### src/rtl/regbank.sv
// regbank -- 32 x 32-bit register storage feeding the 32:1 register-read mux.
//
// Every register is exposed continuously on its own output bus (Qn drives
// mux input Din n). A single write port updates one register per cycle. A
// sequenced clear zeroes the bank one register per cycle while Busy is high.
//
// Ports:
//   Clk      in   1   system clock, rising-edge active
//   Rst_n    in   1   asynchronous active-low reset (clears bank, FSM, Busy)
//   WE       in   1   write enable (honoured only while idle)
//   Awr      in   5   write address 0..31
//   Din      in  32   write data
//   Clr      in   1   clear request (honoured only while idle, wins over WE)
//   Busy     out  1   high while the clear sequence runs
//   Q0..Q31  out 32   current contents of registers 0..31
//
// Build option:
//   R0_ZERO_EN  when defined, register 0 reads as constant zero and writes
//               to address 0 are discarded.
module regbank (
  input  logic        Clk,
  input  logic        Rst_n,
  input  logic        WE,
  input  logic [4:0]  Awr,
  input  logic [31:0] Din,
  input  logic        Clr,
  output logic        Busy,
  output logic [31:0] Q0,  output logic [31:0] Q1,
  output logic [31:0] Q2,  output logic [31:0] Q3,
  output logic [31:0] Q4,  output logic [31:0] Q5,
  output logic [31:0] Q6,  output logic [31:0] Q7,
  output logic [31:0] Q8,  output logic [31:0] Q9,
  output logic [31:0] Q10, output logic [31:0] Q11,
  output logic [31:0] Q12, output logic [31:0] Q13,
  output logic [31:0] Q14, output logic [31:0] Q15,
  output logic [31:0] Q16, output logic [31:0] Q17,
  output logic [31:0] Q18, output logic [31:0] Q19,
  output logic [31:0] Q20, output logic [31:0] Q21,
  output logic [31:0] Q22, output logic [31:0] Q23,
  output logic [31:0] Q24, output logic [31:0] Q25,
  output logic [31:0] Q26, output logic [31:0] Q27,
  output logic [31:0] Q28, output logic [31:0] Q29,
  output logic [31:0] Q30, output logic [31:0] Q31
);

  typedef enum logic {IDLE = 1'b0, CLEAR = 1'b1} state_t;

  state_t      state_q, state_d;
  logic [4:0]  cnt_q,   cnt_d;
  logic        busy_q,  busy_d;
  logic [31:0] regs_q [32];
  logic [31:0] regs_d [32];
  logic [31:0] we_dec;

  // One-hot write decode of Awr.
  always_comb begin
    we_dec = '0;
    if (WE) we_dec[Awr] = 1'b1;
`ifdef R0_ZERO_EN
    we_dec[0] = 1'b0;
`endif
  end

  always_comb begin
    state_d = state_q;
    cnt_d   = cnt_q;
    busy_d  = busy_q;
    regs_d  = regs_q;
    case (state_q)
      IDLE: begin
        // A clear request takes priority; a same-edge write is dropped.
        if (Clr) begin
          state_d = CLEAR;
          cnt_d   = 5'd0;
          busy_d  = 1'b1;
        end else begin
          for (int i = 0; i < 32; i++) begin
            if (we_dec[i]) regs_d[i] = Din;
          end
        end
      end
      CLEAR: begin
        // WE and Clr are ignored here; counter wraps 31 -> 0 on exit.
        regs_d[cnt_q] = '0;
        cnt_d         = cnt_q + 5'd1;
        if (cnt_q == 5'd31) begin
          state_d = IDLE;
          busy_d  = 1'b0;
        end
      end
      default: begin
        state_d = IDLE;
        busy_d  = 1'b0;
      end
    endcase
  end

  always_ff @(posedge Clk or negedge Rst_n) begin
    if (!Rst_n) begin
      state_q <= IDLE;
      cnt_q   <= 5'd0;
      busy_q  <= 1'b0;
      for (int i = 0; i < 32; i++) regs_q[i] <= '0;
    end else begin
      state_q <= state_d;
      cnt_q   <= cnt_d;
      busy_q  <= busy_d;
      for (int i = 0; i < 32; i++) regs_q[i] <= regs_d[i];
    end
  end

  assign Busy = busy_q;

`ifdef R0_ZERO_EN
  assign Q0  = 32'h0000_0000;
`else
  assign Q0  = regs_q[0];
`endif
  assign Q1  = regs_q[1];
  assign Q2  = regs_q[2];
  assign Q3  = regs_q[3];
  assign Q4  = regs_q[4];
  assign Q5  = regs_q[5];
  assign Q6  = regs_q[6];
  assign Q7  = regs_q[7];
  assign Q8  = regs_q[8];
  assign Q9  = regs_q[9];
  assign Q10 = regs_q[10];
  assign Q11 = regs_q[11];
  assign Q12 = regs_q[12];
  assign Q13 = regs_q[13];
  assign Q14 = regs_q[14];
  assign Q15 = regs_q[15];
  assign Q16 = regs_q[16];
  assign Q17 = regs_q[17];
  assign Q18 = regs_q[18];
  assign Q19 = regs_q[19];
  assign Q20 = regs_q[20];
  assign Q21 = regs_q[21];
  assign Q22 = regs_q[22];
  assign Q23 = regs_q[23];
  assign Q24 = regs_q[24];
  assign Q25 = regs_q[25];
  assign Q26 = regs_q[26];
  assign Q27 = regs_q[27];
  assign Q28 = regs_q[28];
  assign Q29 = regs_q[29];
  assign Q30 = regs_q[30];
  assign Q31 = regs_q[31];

endmodule

### config.mk
export PLATFORM = sky130hd
export DESIGN_NAME = regbank
export DESIGN_NICKNAME = d
export VERILOG_FILES = /design/src/rtl/regbank.sv
export SDC_FILE = /design/constraint.sdc
export NUM_CORES = 1
export LEC_CHECK = 0
export BUFFER_PORTS_ARGS = -buffer_cell sky130_fd_sc_hd__buf_2
export CAP_MARGIN = 10
export CELL_PAD_IN_SITES_DETAIL_PLACEMENT = 2
export CELL_PAD_IN_SITES_GLOBAL_PLACEMENT = 2
export CORE_UTILIZATION = 30
export DETAILED_ROUTE_END_ITERATION = 7
export MAX_ROUTING_LAYER = met4
export PLACE_DENSITY_LB_ADDON = 0.15
export SLEW_MARGIN = 20
export SYNTH_ARGS = -nofsm -noshare
export SYNTH_HDL_FRONTEND = slang
export SYNTH_SLANG_ARGS = --single-unit
### constraint.sdc
create_clock -name Clk -period 5.4 [get_ports Clk]
set_input_delay 0.27 -clock Clk [delete_from_list [all_inputs] [get_ports Clk]]
set_output_delay 0.27 -clock Clk [all_outputs]
set_load 0.05 [all_outputs]
# After elaboration in Yosys (flattened, before gate mapping)
# Cells that the tools add are included.
[word_totals]
ram_bits = 0
memories = 0
mem_bits_ro = 0
in_bits = 41
regBits = 1031
latch_bits = 0
out_inout_bits = 1025
[classes]
n_div = 0
n_shift = 0
add_sub_neg = 1
n_bitwise = 4
muxes = 47
eq_ne = 36
magnitude_cmp = 4
mul = 0
reduce_logical = 35
[ops]
columns = ["cell", "n"]
rows = [
  ["$pmux 1024 s2", 1],
  ["$mux 32", 34],
  ["$and 1024x1024->1024", 1],
  ["$mux 1024", 1],
  ["$not 1024->1024", 1],
  ["$demux 32 s5", 1],
  ["$ne 2x2->1 const B", 34],
  ["$reduce_and 2->1", 33],
  ["$pmux 5 s2", 1],
  ["$ge 6x6->1 const B", 1],
  ["$lt 5x6->1 const B", 1],
  ["$lt 6x1->1 const B", 1],
  ["$not 5->6", 1],
  ["$add 5x1->5 const B", 1],
  ["$demux 1 s5", 1],
  ["$eq 5x5->1 const B", 1],
  ["$ge 5x1->1 const B", 1],
  ["$mux 1", 5],
  ["$mux 5", 1],
  ["$pmux 1 s2", 2],
  ["$logic_and 1x1->1", 2],
  ["$ne 2x1->1 const B", 1],
  ["$not 1->1", 1],
]

# Logic depth before layout (Yosys ltp)
[depth]
word_depth = 8
depth_mapped = 8
depth_no_buf = 5

# Worst setup path after synthesis
# OpenSTA, ideal clock, no wires.
[synth_path]
kind = "register -> register"
startpoint = "register cnt_q[0]"
endpoint = "register regs_q, in the netlist Q2[10]"
slack_ps = 3506
stages_incl_launch_ff = 8
arrival_ps = 1754
path_cell_list = "dfrtp_1 > inv_1 > ha_1 > or4b_1 > clkbuf_2 > buf_6 > nand3_1 > o311ai_1"
[synth_between]
elab_chain_cells = 8
word_cells_on_any_way = 9
classes_between = "order compare (2); mux (3); bitwise (3); reduce/logical (1)"
[synth_lines]
columns = ["element", "line_no", "source"]
rows = [
  ["start, declared", "49", "logic [4:0] cnt_q, cnt_d;"],
  ["start signal, assigned", "106", "cnt_q <= cnt_d;"],
  ["$not 5->6 (implied by the code) (*)", "84", "regs_d[cnt_q] = '0;"],
  ["$ge 6x6->1 (implied by the code) or $lt 6x1->1 (tied branches)", "84", ""],
  ["$logic_and 1x1->1 (implied by the code)", "84", ""],
  ["$mux 32 (implied by the code)", "84", ""],
  ["$demux 32 s5 (*)", "84", ""],
  ["$not 1024->1024 (no line) (*)", "-", ""],
  ["$and 1024x1024->1024 (no line) (*)", "-", ""],
  ["$pmux 1024 s2 (*)", "69", "case (state_q)"],
  ["end, declared", "51", "logic [31:0] regs_q [32];"],
]
# Mark *: on every way between the ends. The rest lies on a longest branch, timed or not.
# A chain may end at the register's enable or synchronous reset.

# Worst setup path after layout
[layout_path]
startpoint = "register state_q"
endpoint = "register regs_q, in the netlist Q11[13]"
[layout_between]
elab_chain_cells = 3
word_cells_on_any_way = 5
classes_between = "eq/ne (2); mux (1); bitwise (1); reduce/logical (1)"
[layout_lines]
columns = ["element", "line_no", "source"]
rows = [
  ["start, declared", "48", "state_t state_q, state_d;"],
  ["start signal, assigned", "105", "state_q <= state_d;"],
  ["$not 1->1", "-", ""],
  ["$ne 2x2->1 (no line)", "-", ""],
  ["$reduce_and 2->1 (no line)", "-", ""],
]
# Several ways; a longest one is shown, not always the timed one.

==> results.cfg <==
[global_route]
globalRoute.busiestLayer = met2
grt_use_met3_pct = 6.71
track_usage_pct = 33.5
grt_pass1_vias = 57000
grt_max_degree = 253
grt_util_met1_pct = 40.1
antenna_found_initial = 13
grt-ovfl-total = 0
grt_pass1_wl_um = 430000
met2_usage_pct = 51.0

[yosys]
yosysWarnings = 0
synth_async_sr_flop_share_pct = 100
ys_top_cells_by_area = dfrtp_1, nand3_1, o311ai_0, o311ai_1, inv_1
yosysMostFrequentCell = nand3_1
syn_area_um2 = 53700
synth_seq_cells = 1031
synth_edf_count = 0
synth_ff_type = dfrtp_1
netlist_instances = 6081
syn_nets = 6127
synth_top_area_share_pct = 48.1
avgSynthCellArea_um2 = 8.82
synth_commonest_cells = nand3_1, dfrtp_1, inv_1
ys_types = 43
ys_seq_area_share_pct = 48.1
yosysTopAreaCell = dfrtp_1

[power_and_ir_drop]
power.switching_mw = 24.6
p_comb_share_pct = 50.3
seqPwrFrac_pct = 29.4
p_leak_nw = 27.6
intPower_mw = 20.7
cellPowerDensity_nw_per_um2 = 701
switching_share_pct = 54.3
clkPwrFrac_pct = 20.3
ir_drop_mv = 0.278
fin_total_pwr_mw = 45.3

[cells_and_area]
areaGrowthSynthToFinish_pct = 20.5
multiInputGateArea_um2 = 20800
final_layout_size_suffix_gt1_share_pct = 22.5
nFillCells = 19600
ff_latch_area_um2 = 25800
nets = 6683

[die]
fp.dieArea_um2 = 181000
start_util_pct = 30.3
fp.dieH_um = 425
die_w_um = 425
ios = 1066
fp.coreArea_um2 = 177000
rows = 154

[placed_design]
place_congestion = 0.810
portBuffers = 1065
hpwl_um = 185000

[detailed_routing]
via_per_inst = 6.04
drc = 0
wl_per_cell_um = 33.4
drt-total-wl_um = 303000
drtAntennaViolNets = 0
num_vias = 54900
firstDrtPassIters = 5
drt_iter0_drc = 4354

[critical_path]
end_kind = register
crit_start = state_q
crit_path_start_kind = register
crit_type = reg -> reg
cp.arrival_ns = 3.92
cp.required_ns = 6.00
r2r_start = state_q
cp_max_fo = 252

[cts]
htreeDepth = 4
insertion_delay_ns = 0.79
cts_buffers = 135
numClockSinks = 1031
cts_root_buf = clkbuf_16
clock_path_buffers = 3
cts_setup_buffers = 0
cts_tree = yes
path_clk_slew_ns = 0.06

[run_status]
status = finished, final reports clean

[sta]
max_freq_ghz = 0.301
tightestPinTransition_ns = 1.26
slew_headroom_pct = 16.3
timing.final.crit_share_pct = 61.6
hold_violations = 0
slew_violations = 0
rsz0062_at_grt = false
skew_ns = 0.0221
setup_tns_ns = 0
timing.final.crit_period_ns = 3.33
setup_viol = 0

[min_path]
min_from = Din[24]
hp-class = in -> reg

[job]
drv_cap = 0
[what timing repair did]
action | CTS | global route
hold buffers | 6 | 0
resized for setup | 0 | 0
endpoints found under the hold margin | 77 | 0
[worst max-delay path, cell delays in order (launching register included)]
cell,delay (ns)
dfrtp_4,0.99
buf_12,0.71
buf_12,0.62
o311ai_0,0.32
[layer usage]
metal	vias to the layer above	share of wire [%]
met2	1898	46
met1	29400	40
li1	23000	-
met4	0	7.8
met3	652	6.4
met5	-	0
[power groups by stage]
stage          clock network (mW)  registers [mW]  logic [mW]
6_report                     9.20            13.3        22.8
5_1_grt                      9.64            13.6        23.8
4_1_cts                      9.37            13.2        22.9
3_5_place_dp                    0            13.3        22.8
3_3_place_gp                    0            13.1        22.3
2_1_floorplan                   0            22.4        5.84
[cells by family after synthesis]
group,after synthesis,synth area share [%]
xor gates and xnor gates,2,0.0327
AOI/OAI and AO/OA,1031,16.8
buffers and inverters,1840,13.8
adders and majority gates,5,0.117
and+or+nand+nor,2172,21.1
DFF,1031,48.1
[final timing paths]
kind	to	slack (ns)	cells after the start
worst min register to register	Q25[30]	0.55	2
worst max-delay path	Q11[13]	2.07	3
max in group asynchronous	Q5[23]	3.61	3
worst min-delay path	Q3[24]	0.09	4
min in group asynchronous	Q2[4]	0.15	2
worst max register to register	Q11[13]	2.07	3
[metrics by stage]
stage          worst slack [ns]  hold WS, ns  utilization (%)  instance area [um^2]  std cells
2_1_floorplan              3.51      -0.0256                -                 53700       6081
3_3_place_gp               2.30        0.401             34.0                 60100       8831
3_5_place_dp               2.21        0.399             34.0                 60200       8833
4_1_cts                    2.19       0.0380             36.5                 64600       9078
5_1_grt                    1.95       0.0984             36.5                 64600       9083
6_report                   2.07       0.0924             36.5                 64600       9086
[cell type report]
| class | instances | share of cell area, % |
|---|---|---|
| flip-flops and latches | 1031 | 39.9 |
| diodes | 7 | 0.0271 |
| clock buffers | 215 | 6.42 |
| inverters | 1027 | 5.96 |
| repair buffers | 1232 | 10.6 |
| multi-input cells | 3210 | 32.2 |
| well taps | 2340 | 4.53 |
| clock inverters | 24 | 0.358 |
[placed cells by master (no fill, tap or decap), drive strengths merged, types with 12 or more instances in the layout]
cell	Yosys	layout
buf	389	1225
and2	32	32
nand4bb	12	12
nand4b	12	12
dfrtp	1031	1031
nand3	2049	2049
o311ai	1024	1024
inv	1027	1030
nor2b	32	32
clkinv	0	17
clkbuf	424	216
Note: power is estimated with default switching activity, not from simulation.
